[config.mk]
export PLATFORM = sky130hd
export DESIGN_NAME = debouncer_multi
export DESIGN_NICKNAME = d
export VERILOG_FILES = /design/src/rtl/debouncer_multi.sv
export SDC_FILE = /design/constraint.sdc
export NUM_CORES = 1
export LEC_CHECK = 0
export CAP_MARGIN = 15
export CORE_MARGIN = 10
export CORE_UTILIZATION = 52
export DETAILED_ROUTE_END_ITERATION = 12
export MAX_ROUTING_LAYER = met4
export PLACE_DENSITY = 0.72
export SLEW_MARGIN = 20
export SYNTH_ARGS = -nofsm -noshare
export SYNTH_HDL_FRONTEND = slang
export SYNTH_SLANG_ARGS = --single-unit
[constraint.sdc]
create_clock -name clk -period 1.94 [get_ports clk]
set_input_delay 0.582 -clock clk [delete_from_list [all_inputs] [get_ports clk]]
set_output_delay 0.582 -clock clk [all_outputs]
set_load 0.005 [all_outputs]
[src/rtl/debouncer_multi.sv]
// N-channel debouncer: synchroniser, stability counter and registered clean level per channel,
// plus registered rise/fall/long-press pulses and a combined any_event flag.
module debouncer_multi #(
  parameter int       N_CH       = 4,
  parameter int       CNT_W      = 16,
  parameter int       STABLE_CYC = 1000,
  parameter int       LONG_CYC   = 50000,
  parameter int       SYNC_STG   = 2,
  parameter bit       INIT_LVL   = 1'b0
) (
  input  logic            clk,
  input  logic            rst,
  input  logic [N_CH-1:0] noisy_in,
  input  logic            tick,
  output logic [N_CH-1:0] clean_out,
  output logic [N_CH-1:0] rise_pulse,
  output logic [N_CH-1:0] fall_pulse,
  output logic [N_CH-1:0] long_pulse,
  output logic            any_event
);

  localparam logic [CNT_W-1:0] STABLE_LAST = CNT_W'(STABLE_CYC - 1);

  logic [N_CH-1:0] sync_q [SYNC_STG];
  logic [N_CH-1:0] sync_s;
  logic [N_CH-1:0] rise_d, fall_d, long_d;

  always_ff @(posedge clk) begin
    if (rst) begin
      for (int i = 0; i < SYNC_STG; i++) sync_q[i] <= {N_CH{INIT_LVL}};
    end else begin
      sync_q[0] <= noisy_in;
      for (int i = 1; i < SYNC_STG; i++) sync_q[i] <= sync_q[i-1];
    end
  end

  assign sync_s = sync_q[SYNC_STG-1];

  for (genvar c = 0; c < N_CH; c++) begin : g_ch
    logic [CNT_W-1:0] cnt;
    logic             clean_q;
    logic             fire;

    // A level change is accepted only on the tick that completes the stable run.
    assign fire      = (sync_s[c] != clean_q) && tick && (cnt == STABLE_LAST);
    assign rise_d[c] = fire && sync_s[c];
    assign fall_d[c] = fire && !sync_s[c];
    assign clean_out[c] = clean_q;

    always_ff @(posedge clk) begin
      if (rst) begin
        cnt     <= '0;
        clean_q <= INIT_LVL;
      end else if (sync_s[c] == clean_q) begin
        cnt <= '0;
      end else if (fire) begin
        cnt     <= '0;
        clean_q <= sync_s[c];
      end else if (tick) begin
        cnt <= cnt + 1'b1;
      end
    end

    if (LONG_CYC > 0) begin : g_long
      localparam logic [CNT_W-1:0] LONG_LAST = CNT_W'(LONG_CYC - 1);
      logic [CNT_W-1:0] hcnt;
      logic             armed;

      assign long_d[c] = clean_q && tick && armed && (hcnt == LONG_LAST);

      // Disarmed channels hold hcnt until clean_out drops, so it never wraps.
      always_ff @(posedge clk) begin
        if (rst) begin
          hcnt  <= '0;
          armed <= 1'b1;
        end else if (!clean_q) begin
          hcnt  <= '0;
          armed <= 1'b1;
        end else if (tick && armed) begin
          if (hcnt == LONG_LAST) armed <= 1'b0;
          else                   hcnt  <= hcnt + 1'b1;
        end
      end
    end else begin : g_nolong
      assign long_d[c] = 1'b0;
    end
  end

  always_ff @(posedge clk) begin
    if (rst) begin
      rise_pulse <= '0;
      fall_pulse <= '0;
      long_pulse <= '0;
      any_event  <= 1'b0;
    end else begin
      rise_pulse <= rise_d;
      fall_pulse <= fall_d;
      long_pulse <= long_d;
      any_event  <= |{rise_d, fall_d, long_d};
    end
  end

endmodule

### Word level (Yosys, flattened, before mapping)

Memories as Yosys holds them, arrays and structs flattened.
Index checks and enable logic that the tools add are counted.

* add/subtract/negate cells: 8
* multipliers: 0
* div/mod/pow operators: 0
* order comparisons: 0
* equal/unequal tests: 16
* shift-type cells: 0
* multiplexer cells: 5
* bitwise gates (word level): 14
* reduce and logical (&&, ||, !) cells: 57

Operators by type and width (number)
* 16-bit by 1-bit adder with 16-bit output, second input constant: 8
* 16-bit by 10-bit equality test with 1-bit output, second input constant: 4
* 16-bit equality test, second input constant: 4
* 1-bit logical AND: 32
* 2-bit AND reduction: 12
* 1-bit inverter: 12
* 12-bit OR reduction: 1
* 3-bit OR reduction: 4
* 4-bit two-way mux: 2
* 2-bit OR reduction: 4
* 1-bit equality test: 4
* 1-bit logical NOT: 4
* 1-bit inequality test: 4
* 1-bit two-way mux: 3
* 1-bit bitwise OR: 2

* bits in registers: 149
* bits in latches: 0
* bits in writable memories: 8
* memory bits (read-only): 0
* bits of input ports: 7
* output and inout port bits: 17
* word-level logic and storage cells: 121
* memories: 1

Memories
* sync_q: words 2, bits a word 4, rd ports 2, clocked after Yosys merged registers in 0, wr ports 2, line 24 `logic [N_CH-1:0] sync_q [SYNC_STG];`

### Longest topological paths before layout

* depth after elaboration: 5
* depth in mapped cells: 8
* mapped depth without buffers: 6

### Worst setup path after synthesis

Ideal clock, no wire load.

* kind: register to register
* start point: reg g_ch[0].cnt[0]
* end point: reg g_ch[0].cnt[9]
* setup time: 0.115 ns
* arrival time: 1.980 ns
* data required time: 1.825 ns
* path slack: -0.154 ns
* cell stages (with the launch flop): 9
* path buffers: 2
* period minus slack after synthesis: 2.094 ns
* cell sequence: dfxtp_1 > ha_1 > nand3_1 > or4_1 > nor4_2 > or3_1 > clkbuf_2 > buf_4 > nor2_1

* word-level cells in the longest chain between the ends: 3
* elaborated cells on any way between the ends: 4
* classes of those cells: add/sub: 1; eq/ne: 1; reduce/logical: 2

RTL lines
* from (decl): line 40 `logic [CNT_W-1:0] cnt;`
* from (signal assigned): line 60 `cnt <= cnt + 1'b1;`
* parallel branches: the longest is 3 deep, another holds 16-bit by 1-bit adder with 16-bit output

Several ways; the timed one is not identified.
A chain may end at the register's enable or synchronous reset.

### Worst setup path in the final report

* start point: reg g_ch[3].g_long.hcnt[4]
* end point: reg g_ch[3].g_long.hcnt[1]

* word-level cells in the longest chain between the ends: 3

RTL lines
* from (decl): line 66 `logic [CNT_W-1:0] hcnt;`
* from (signal assigned): line 81 `else hcnt <= hcnt + 1'b1;`
* 16-bit equality test: line 80 `if (hcnt == LONG_LAST) armed <= 1'b0;`
* 1-bit inverter (no source line)
* 2-bit AND reduction (no source line)

No other way between the ends.

==> qor.csv <==
stage,metric,value,unit
critical_path,r2r-end,g_ch[3].g_long.hcnt[1],
synth,syn-mean-instance-area,8.91,sq um
job,drv_cap,0,
critical_path,setup.worst_path.start_class,flop,
global_routing,grt_overflow_total,0,
placed_design,port_buffers,23,
global_routing,grt_util_all_layers,0.180,
clock_tree,numCtsBuffers,17,
routing,wirelength,15300,um
clock_tree,clk-insertion-delay-late,0.42,ns
synth,synth-main-ff-cell,dfxtp_1,
clock_tree,cts_buffer_depth,2,
clock_tree,htreeDepth,4,
routing,wl_per_cell,14.4,um
layout,drive_gt1_frac,0.186,
timing,slew_viol_final,0,
routing,ant_nets,0,
routing,drt_iter0_markers,313,
global_routing,antenna_found_initial,0,
min_path,hold_start,sync_q[0][3],
layout,n_fill_cell,978,
clock_tree,clkTransAtPathRegs,0.06,ns
synth,ys_seq_area_frac,0.460,
routing,drtPass1Iterations,4,
timing,rsz0062_at_grt,true,
timing,period_minus_slack,1.94,ns
layout,final_common_cell,nor2_1,
min_path,hold_depth,1,
layout,fin_nets,896,
min_path,whs_endpoint,sync_q[0][7],
timing,worst_slew_pin_slew,0.448,ns
power_and_ir_drop,peakVddDrop,0.546,mV
die,ios,24,
critical_path,crit_path_cell_trace,or4_4 -> o41ai_4 -> buf_4 -> buf_12 -> buf_6 -> mux2i_1 -> nor2_1,
critical_path,reg2reg_from,g_ch[3].g_long.hcnt[4],
critical_path,end_kind,flop,
synth,synth_warnings,0,
timing,finalSetupViolations,0,
die,rows,41,
placed_design,gp_congestion,0.887,
clock_tree,cts.root.buffer_cell,clkbuf_16,
layout,area_delta_synth_final,29.8,%
die,die_y,135,um
timing,slew_headroom,0.700,
clock_tree,hold_buffers,0,
timing,fmax,0.516,GHz
clock_tree,cts_tree,yes,
critical_path,crit_slowest_cell,or4_4,
routing,drc_errors,0,
placed_design,place_area,7940,sq um
critical_path,crit_type,flop to flop,
die,core-area,12700,sq um
power_and_ir_drop,power_density,792,nW/um^2
critical_path,r2r_slack,0.001,ns
critical_path,path_max_fanout,8,
synth,async_flop_share,0,
synth,synthesis.area,6830,sq um
layout,final_area,8860,sq um
die,start_util,0.536,
global_routing,grt_pass1_vias,5720,
outcome,outcome,"finished, final reports clean",
critical_path,critPathRequiredTime,2.26,ns
timing,period_share,0.999,
min_path,hp-class,flop to flop,
synth,ys_ff_latch,157,
placed_design,dp_hpwl,10200,um
routing,vias,5721,
layout,regArea,3160,sq um
layout,multi_input_area,3610,sq um
global_routing,grt_start_max_net_pins,18,
critical_path,worstPathArrival,2.26,ns
die,die-area,18100,sq um
synth,synth_nets,781,
global_routing,grt_pass1_wl,26500,um
synth,yosysUniqueCellTypes,43,
synth,netlist_instances,766,
layout,diodes,0,
timing,hold_ws,0.439,ns
timing,skew,0.00788,ns
clock_tree,clkSinkCount,157,
critical_path,reg2reg_depth,7,
timing,finalHoldViolCount,0,
layout,layout_common_cells,"nor2_1 (157), dfxtp_1 (150), buf_4 (84)",
synth,synth-edff-count,0,
die,die_w,135,um
power_and_ir_drop,total_leakage_power,3.07,nW
critical_path,max_stage_delay,0.57,ns
routing,routed_via_density,5.37,
[cell type report]
cell class,count,area share
inverter,13,0.00551
multi-input combinational,567,0.408
sequential,157,0.356
timing repair buffer,125,0.133
clock inverter,15,0.0250
tap,172,0.0243
clock buffer,17,0.0480
[cell families after synthesis]
group                      count (synthesis)  synth area share
muxes                                     10            0.0147
xor gates and xnor gates                 119             0.153
adders and majority gates                  8            0.0147
AOI/OAI and AO/OA                         21            0.0246
and+or+nand+nor                          409             0.305
DFF                                      157             0.460
buffers and inverters                     42            0.0282
[routing by layer]
metal / vias up / routed length, um / global-route usage
met1: 2746 / 6680 / 0.204
met5: - / 0 / -
li1: 2854 / - / -
met4: 0 / 329 / 0.0750
met3: 27 / 439 / 0.0367
met2: 94 / 7880 / 0.304
[worst max-delay path, delay by kind of cell (launching register included)]
kind / cells / cell delay [ns]
compound gates: 1 / 0.31
mux: 1 / 0.17
buf+inv: 3 / 0.42
flops: 1 / 0.32
simple gates: 2 / 0.62
[state kept, by name (all words and copies together), names as in the netlist]
name and count:
sync_q 8, fall_pulse 4, g_ch.g_long.hcnt 64, g_ch.cnt 64
any_event 1, g_ch.g_long.armed 4, long_pulse 4, rise_pulse 4
g_ch.clean_q 4
[metrics by stage]
stage / utilization / TNS [ns] / cells / power [W] / setup slack [ns]
floorplan: - / 0 / 766 / 0.00338 / 0.000782
global placement: 0.624 / -47.53 / 1023 / 0.00344 / -0.488
detailed placement: 0.624 / -52.02 / 1023 / 0.00345 / -0.507
CTS: 0.685 / 0 / 1061 / 0.00705 / 0.00102
global route: 0.696 / -0.767 / 1066 / 0.00723 / -0.0744
finish: 0.696 / 0 / 1066 / 0.00702 / 0.00118
[report_power, final]
part / switching [W] / leakage, nW / internal [W]
Combinational: 0.0000758 / 1.49 / 0.0000958
Clock: 0.00133 / 0.305 / 0.00228
Sequential: 0.00000740 / 1.27 / 0.00323
Total: 0.00141 / 3.07 / 0.00560
[how the worst max path moves through the flow]
stage	start	endpoint	slack, ns	depth (start not counted)
finish	g_ch[3].g_long.hcnt[4]	g_ch[3].g_long.hcnt[1]	0.001	7
global route	g_ch[3].g_long.hcnt[4]	g_ch[3].g_long.hcnt[1]	-0.07	7
CTS	g_ch[1].clean_q	clean_out[1]	0.001	1
detailed placement	tick	g_ch[0].clean_q	-0.51	8
global placement	tick	g_ch[0].clean_q	-0.49	8
floorplan	g_ch[2].g_long.hcnt[7]	g_ch[2].g_long.hcnt[9]	0.0008	6
[synth_stat cells, drive strengths merged (11+ instances only)]
cell type | n | share of area
and3 | 12 | 0.011
and4 | 11 | 0.014
buf | 11 | 0.011
clkbuf | 18 | 0.010
dfxtp | 157 | 0.46
inv | 13 | 0.0071
nand2 | 50 | 0.027
nand3 | 36 | 0.026
nand4 | 27 | 0.025
nor2 | 157 | 0.086
nor3 | 27 | 0.021
nor4 | 31 | 0.032
xnor2 | 81 | 0.10
xor2 | 38 | 0.049
[repair_timing]
| item | 4_1_cts | 5_1_grt |
|---|---|---|
| resized for setup | 15 | 21 |
| setup endpoints to repair | 59 | 47 |
| cloned | 1 | 2 |
| pin swaps | 2 | 17 |
| buffers inserted | 5 | 3 |
Note: power is estimated with default switching activity, not from simulation.
==> RTL edit 1, RTL diff (same settings) <==
`INIT_LVL`: 1'b0 -> 1'b1.
--- a/src/rtl/debouncer_multi.sv
+++ b/src/rtl/debouncer_multi.sv
@@ -7,5 +7,5 @@
   parameter int       LONG_CYC   = 50000,
   parameter int       SYNC_STG   = 2,
-  parameter bit       INIT_LVL   = 1'b0
+  parameter bit       INIT_LVL   = 1'b1
 ) (
   input  logic            clk,
Check against the original RTL: not equivalent (a bounded check fails within 4 cycles, from zero or initial values and one cycle with rst high).
==> RTL edit 1 against the original RTL <==
The flow now finishes with violations (negative setup slack). Sequential cell count unchanged. Clock skew increased by 0.00054 ns. Core utilization decreased by 0.18 points. Synthesized area increased by 1.1%. Final area increased by 3.0%. Global-route usage about the same. Worst setup slack got worse by 0.041 ns. Clock power decreased by 2%. Count of clock-buffer cells in the layout increased by 4. Synthesized cell count increased by 2.3%. Wire length increased by 7.2%. Combinational power increased by 69%. Total power increased by 0.99%. Highest routed layer unchanged.
==> RTL edit 1: results (changes against the original RTL) <==
| Metric | Value |
|---|---|
| Post-detailed-routing wire length | 16.4 mm (was 15.3 mm) |
| Placed insts | 1053 (was 1023) |
| Setup violations, final | 2 (was 0) |
| Largest net degree at the start of global routing | 34 (was 18) |
| Syn_area_per_cell | 8.80 µm² (was 8.91 µm²) |
| Synth unique cells | 40 (was 43) |
| Placed Area | 8030 µm² (was 7940 µm²) |
| CP max stage delay | 0.59 ns (was 0.57 ns) |
| Syn nets | 799 (was 781) |
| Initial drt markers | 373 (was 313) |
| R2R Path End | g_ch[0].g_long.hcnt[11]$_SDFFE_PP0P_ (was g_ch[3].g_long.hcnt[1]$_SDFFE_PP0P_) |
| Vias in the first global route | 5866 (was 5720) |
| TNS Setup | -0.0519 ns (was 0 ns) |
| Reg area | 3160 µm² (about the same) |
| Hold EP | sync_q[0][7]$_SDFF_PP1_ (was sync_q[0][7]$_SDFF_PP0_) |
| Number of vias per cell | 5.34 (was 5.37) |
| Crit. Startpoint | g_ch[0].g_long.hcnt[7]$_SDFFE_PP0P_ (was g_ch[3].g_long.hcnt[4]$_SDFFE_PP0P_) |
| Worst hold start | sync_q[0][3]$_SDFF_PP1_ (was sync_q[0][3]$_SDFF_PP0_) |
| Worst slew pin tran | 0.467 ns (was 0.448 ns) |
| Maximum vdd drop | 0.613 mV (was 0.546 mV) |
| WL/cell | 14.9 µm (was 14.4 µm) |
| Commonest cells in the netlist | nor2_1, dfxtp_1, xnor2_1, nand2_1, nand3_1 (was dfxtp_1, nor2_1, xnor2_1, nand2_1, xor2_1) |
| Final Hold Slack | 0.406 ns (was 0.439 ns) |
| Largest regs | g_ch.cnt x64, g_ch.g_long.hcnt x64, sync_q x8 (unchanged) |
| Dpl hpwl | 10.3 mm (was 10.2 mm) |
| Worst r2r path cells | 6 (was 7) |
| Fill count | 936 (was 978) |
| Failing checks | negative setup slack |
| 1st-pass router iterations | 5 (was 4) |
| Fin nets | 927 (was 896) |
| Clock Skews | 0.00842 ns (was 0.00788 ns) |
| Status | finished with violations (was completed) |
| Final setup margin | -0.0403 ns (was 0.00118 ns) |
| Area contributors post-synth | dfxtp_1, xnor2_1, nor2_1, xor2_1, nand3_1 (was dfxtp_1, xnor2_1, nor2_1, xor2_1, nand2_1) |
| DP Worst Slack | -0.549 ns (was -0.507 ns) |
==> RTL edit 1: cell count changes after synthesis, sizes merged, moves of 8 or more <==
cell | unedited run | this run
or2 | 1 | 12
inv | 13 | 23
nor2 | 157 | 167
xnor2 | 81 | 91
xor2 | 38 | 28
nor2b | 8 | 0
nor3 | 27 | 35
==> RTL edit 1: worst register-to-register path, stage by stage, from the launching register on <==
cell and delay (ns):
dfxtp_1 0.31, or4b_4 0.55, or4_4 0.59, nand3b_4 0.13, buf_6 0.10, xor2_1 0.14, nor2_1 0.05
==> RTL edit 1: logic make-up after synthesis <==
| group | after synthesis | synth area share [%] |
|---|---|---|
| compound gates | 15 | 2.12 |
| xor+xnor | 119 | 15.1 |
| fa+ha+maj | 8 | 1.45 |
| buf+inv | 53 | 3.55 |
| flops | 157 | 45.5 |
| mux | 11 | 1.60 |
| simple gates | 421 | 30.6 |
==> RTL edit 1: area by class of cell <==
type | count | share of cell area, %
inverter | 23 | 0.946
clock inverter | 11 | 1.80
tap | 176 | 2.41
timing repair buffer | 138 | 13.6
clock buffer | 21 | 5.15
multi-input combinational | 575 | 41.4
sequential | 157 | 34.7
==> RTL edit 1: repair_timing <==
action | CTS | global route
setup endpoints to repair | 99 | 99
pin swaps | 11 | 22
gates resized for setup | 40 | 37
setup buffers | 7 | 5
cloned | 1 | 3
endpoints found under the hold margin | 0 | 0
==> RTL edit 1: routing by layer <==
layer	vias to the layer above	GRT usage (%)	wire (µm)
met3	34	4.60	657
met5	-	-	0
met2	123	31.0	8540
met4	0	6.70	390
li1	2911	-	-
met1	2810	19.5	6850
==> RTL edit 1: report_power, final <==
part           total [mW]  switching (mW)  internal, mW
sequential           3.27          0.0184          3.25
clock                3.53            1.28          2.25
combinational       0.290           0.138         0.152
==> RTL edit 2, RTL diff (same settings) <==
Without the edit above. Put one more register stage on the output `long_pulse`, with the module's reset. The value now appears one clock later. The other outputs are not delayed to match.
--- a/src/rtl/debouncer_multi.sv
+++ b/src/rtl/debouncer_multi.sv
@@ -21,4 +21,6 @@
 
   localparam logic [CNT_W-1:0] STABLE_LAST = CNT_W'(STABLE_CYC - 1);
+
+  logic [N_CH-1:0] long_pulse_s0;
 
   logic [N_CH-1:0] sync_q [SYNC_STG];
@@ -91,11 +93,19 @@
       rise_pulse <= '0;
       fall_pulse <= '0;
-      long_pulse <= '0;
+      long_pulse_s0 <= '0;
       any_event  <= 1'b0;
     end else begin
       rise_pulse <= rise_d;
       fall_pulse <= fall_d;
-      long_pulse <= long_d;
+      long_pulse_s0 <= long_d;
       any_event  <= |{rise_d, fall_d, long_d};
+    end
+  end
+
+  always_ff @(posedge clk) begin
+    if (rst) begin
+      long_pulse <= '0;
+    end else begin
+      long_pulse <= long_pulse_s0;
     end
   end
Formal check against the unedited RTL: no difference found for any inputs over 10 cycles, from zero or initial values and one cycle with rst high; that may be too few to reach the edited logic, so the function may still have changed.
==> RTL edit 2 against the original RTL <==
Total power increased by 3.6%. Largest cell class unchanged. Worst setup slack worse by 0.13 ns. Clock power is 4% higher. Global-route usage shrank 0.31 points. Critical endpoint is now g_ch[1].g_long.hcnt[12]$_SDFFE_PP0P_. Clock skew fell by 0.0029 ns. Sequential cell count increased by 4. Final area rose by 1.6%. The flow now finishes with violations (negative setup slack). Wire length rose by 0.22%. Fmax decreased by 6.1%. Synthesized area up 1.6%.
==> RTL edit 2: results (changes against the original RTL) <==
| Metric | Value |
|---|---|
| Largest net degree at the start of global routing | 17 (was 18) |
| Met2 usage | 31.1% (was 30.4%) |
| Dpl hpwl | 10.7 mm (was 10.2 mm) |
| TNS Setup | -0.154 ns (was 0 ns) |
| R2R Path End | g_ch[1].g_long.hcnt[12]$_SDFFE_PP0P_ (was g_ch[3].g_long.hcnt[1]$_SDFFE_PP0P_) |
| Final std cell area, no fill | 9000 µm² (was 8860 µm²) |
| Clock Skews | 0.00494 ns (was 0.00788 ns) |
| Final Hold Slack | 0.448 ns (was 0.439 ns) |
| RD Place Congestion | 0.818 (was 0.887) |
| Final setup margin | -0.124 ns (was 0.00118 ns) |
| Reg2Reg Launch Point | g_ch[1].g_long.hcnt[5]$_SDFFE_PP0P_ (was g_ch[3].g_long.hcnt[4]$_SDFFE_PP0P_) |
| Worst hold start | sync_q[0][1]$_SDFF_PP0_ (was sync_q[0][3]$_SDFF_PP0_) |
| Arrival time at the worst endpoint | 2.37 ns (was 2.26 ns) |
| Seq/Total Area, Yosys | 46.5% (was 46.0%) |
| Post-detailed-routing wire length | 15.4 mm (was 15.3 mm) |
| First-pass GRT wire length | 26.1 mm (was 26.5 mm) |
| Status | finished with violations (was completed) |
| Commonest cells in the netlist | dfxtp_1, nor2_1, xnor2_1, nand2_1, xor2_1 (unchanged) |
| Setup violations, final | 6 (was 0) |
| Syn_area_per_cell | 8.97 µm² (was 8.91 µm²) |
| Placed insts | 1046 (was 1023) |
| Gr usage total | 17.7% (was 18.0%) |
| Worst r2r path cells | 6 (was 7) |
| CP Max Fanout | 5 (was 8) |
| GRT met1 Usage | 19.0% (was 20.4%) |
| DP Worst Slack | -0.544 ns (was -0.507 ns) |
| Maximum vdd drop | 0.594 mV (was 0.546 mV) |
| Static Leak | 3.16 nW (was 3.07 nW) |
| Vias | 5757 (was 5721) |
| Fin nets | 916 (was 896) |
| Hold EP | sync_q[0][5]$_SDFF_PP0_ (was sync_q[0][7]$_SDFF_PP0_) |
| Initial drt markers | 289 (was 313) |
| Failing checks | negative setup slack |
| M3 GR Usage | 4.01% (was 3.67%) |
| Placed Area | 8080 µm² (was 7940 µm²) |
| Area contributors post-synth | dfxtp_1, xnor2_1, nor2_1, xor2_1, nor4_1 (was dfxtp_1, xnor2_1, nor2_1, xor2_1, nand2_1) |
| Syn nets | 788 (was 781) |
==> RTL edit 2: kinds of logic after synthesis <==
kind of cell	after synthesis	synth area share, %
AO/OA/AOI/OAI	18	2.56
XOR/XNOR	120	15.2
adder cells (fa/ha/maj)	8	1.44
buffers and inverters	45	2.99
flip-flops	161	46.5
multiplexers	11	1.59
AND/OR/NAND/NOR	410	29.8
==> RTL edit 2: per-layer routing <==
| metal | vias up | wire length [µm] | share of wire [%] |
|---|---|---|---|
| met5 | - | 0 | 0 |
| met3 | 30 | 535 | 3.5 |
| met2 | 104 | 8030 | 52 |
| li1 | 2878 | - | - |
| met4 | 0 | 344 | 2.2 |
| met1 | 2745 | 6460 | 42 |
==> RTL edit 2: cell type report <==
| type | count | area share, % |
|---|---|---|
| multi-input combinational | 567 | 40.2 |
| sequential | 161 | 35.9 |
| timing repair buffer | 136 | 13.3 |
| clock buffer | 21 | 5.12 |
| tap | 176 | 2.45 |
| clock inverter | 11 | 2.31 |
| inverter | 18 | 0.751 |
==> RTL edit 2: repair_timing <==
action                     in CTS  in global routing
cloned                          0                  1
setup endpoints to repair      58                 42
resized for setup              11                 27
buffers inserted                7                  5
pin swaps                       8                 20
==> RTL edit 2: worst max-delay path, cell delays in order, from the launching register on <==
cell	delay, ns
dfxtp_2	0.32
or4b_4	0.57
o41ai_4	0.40
buf_4	0.21
nor4_1	0.08
xnor2_1	0.25
nor2_1	0.10
==> RTL edit 2: power by group <==
part / internal (mW) / switching (mW) / total, mW / leakage (nW)
logic: 0.0984 / 0.0861 / 0.185 / 1.53
clock network: 2.47 / 1.29 / 3.76 / 0.327
registers: 3.32 / 0.00749 / 3.32 / 1.30
total: 5.88 / 1.38 / 7.27 / 3.16
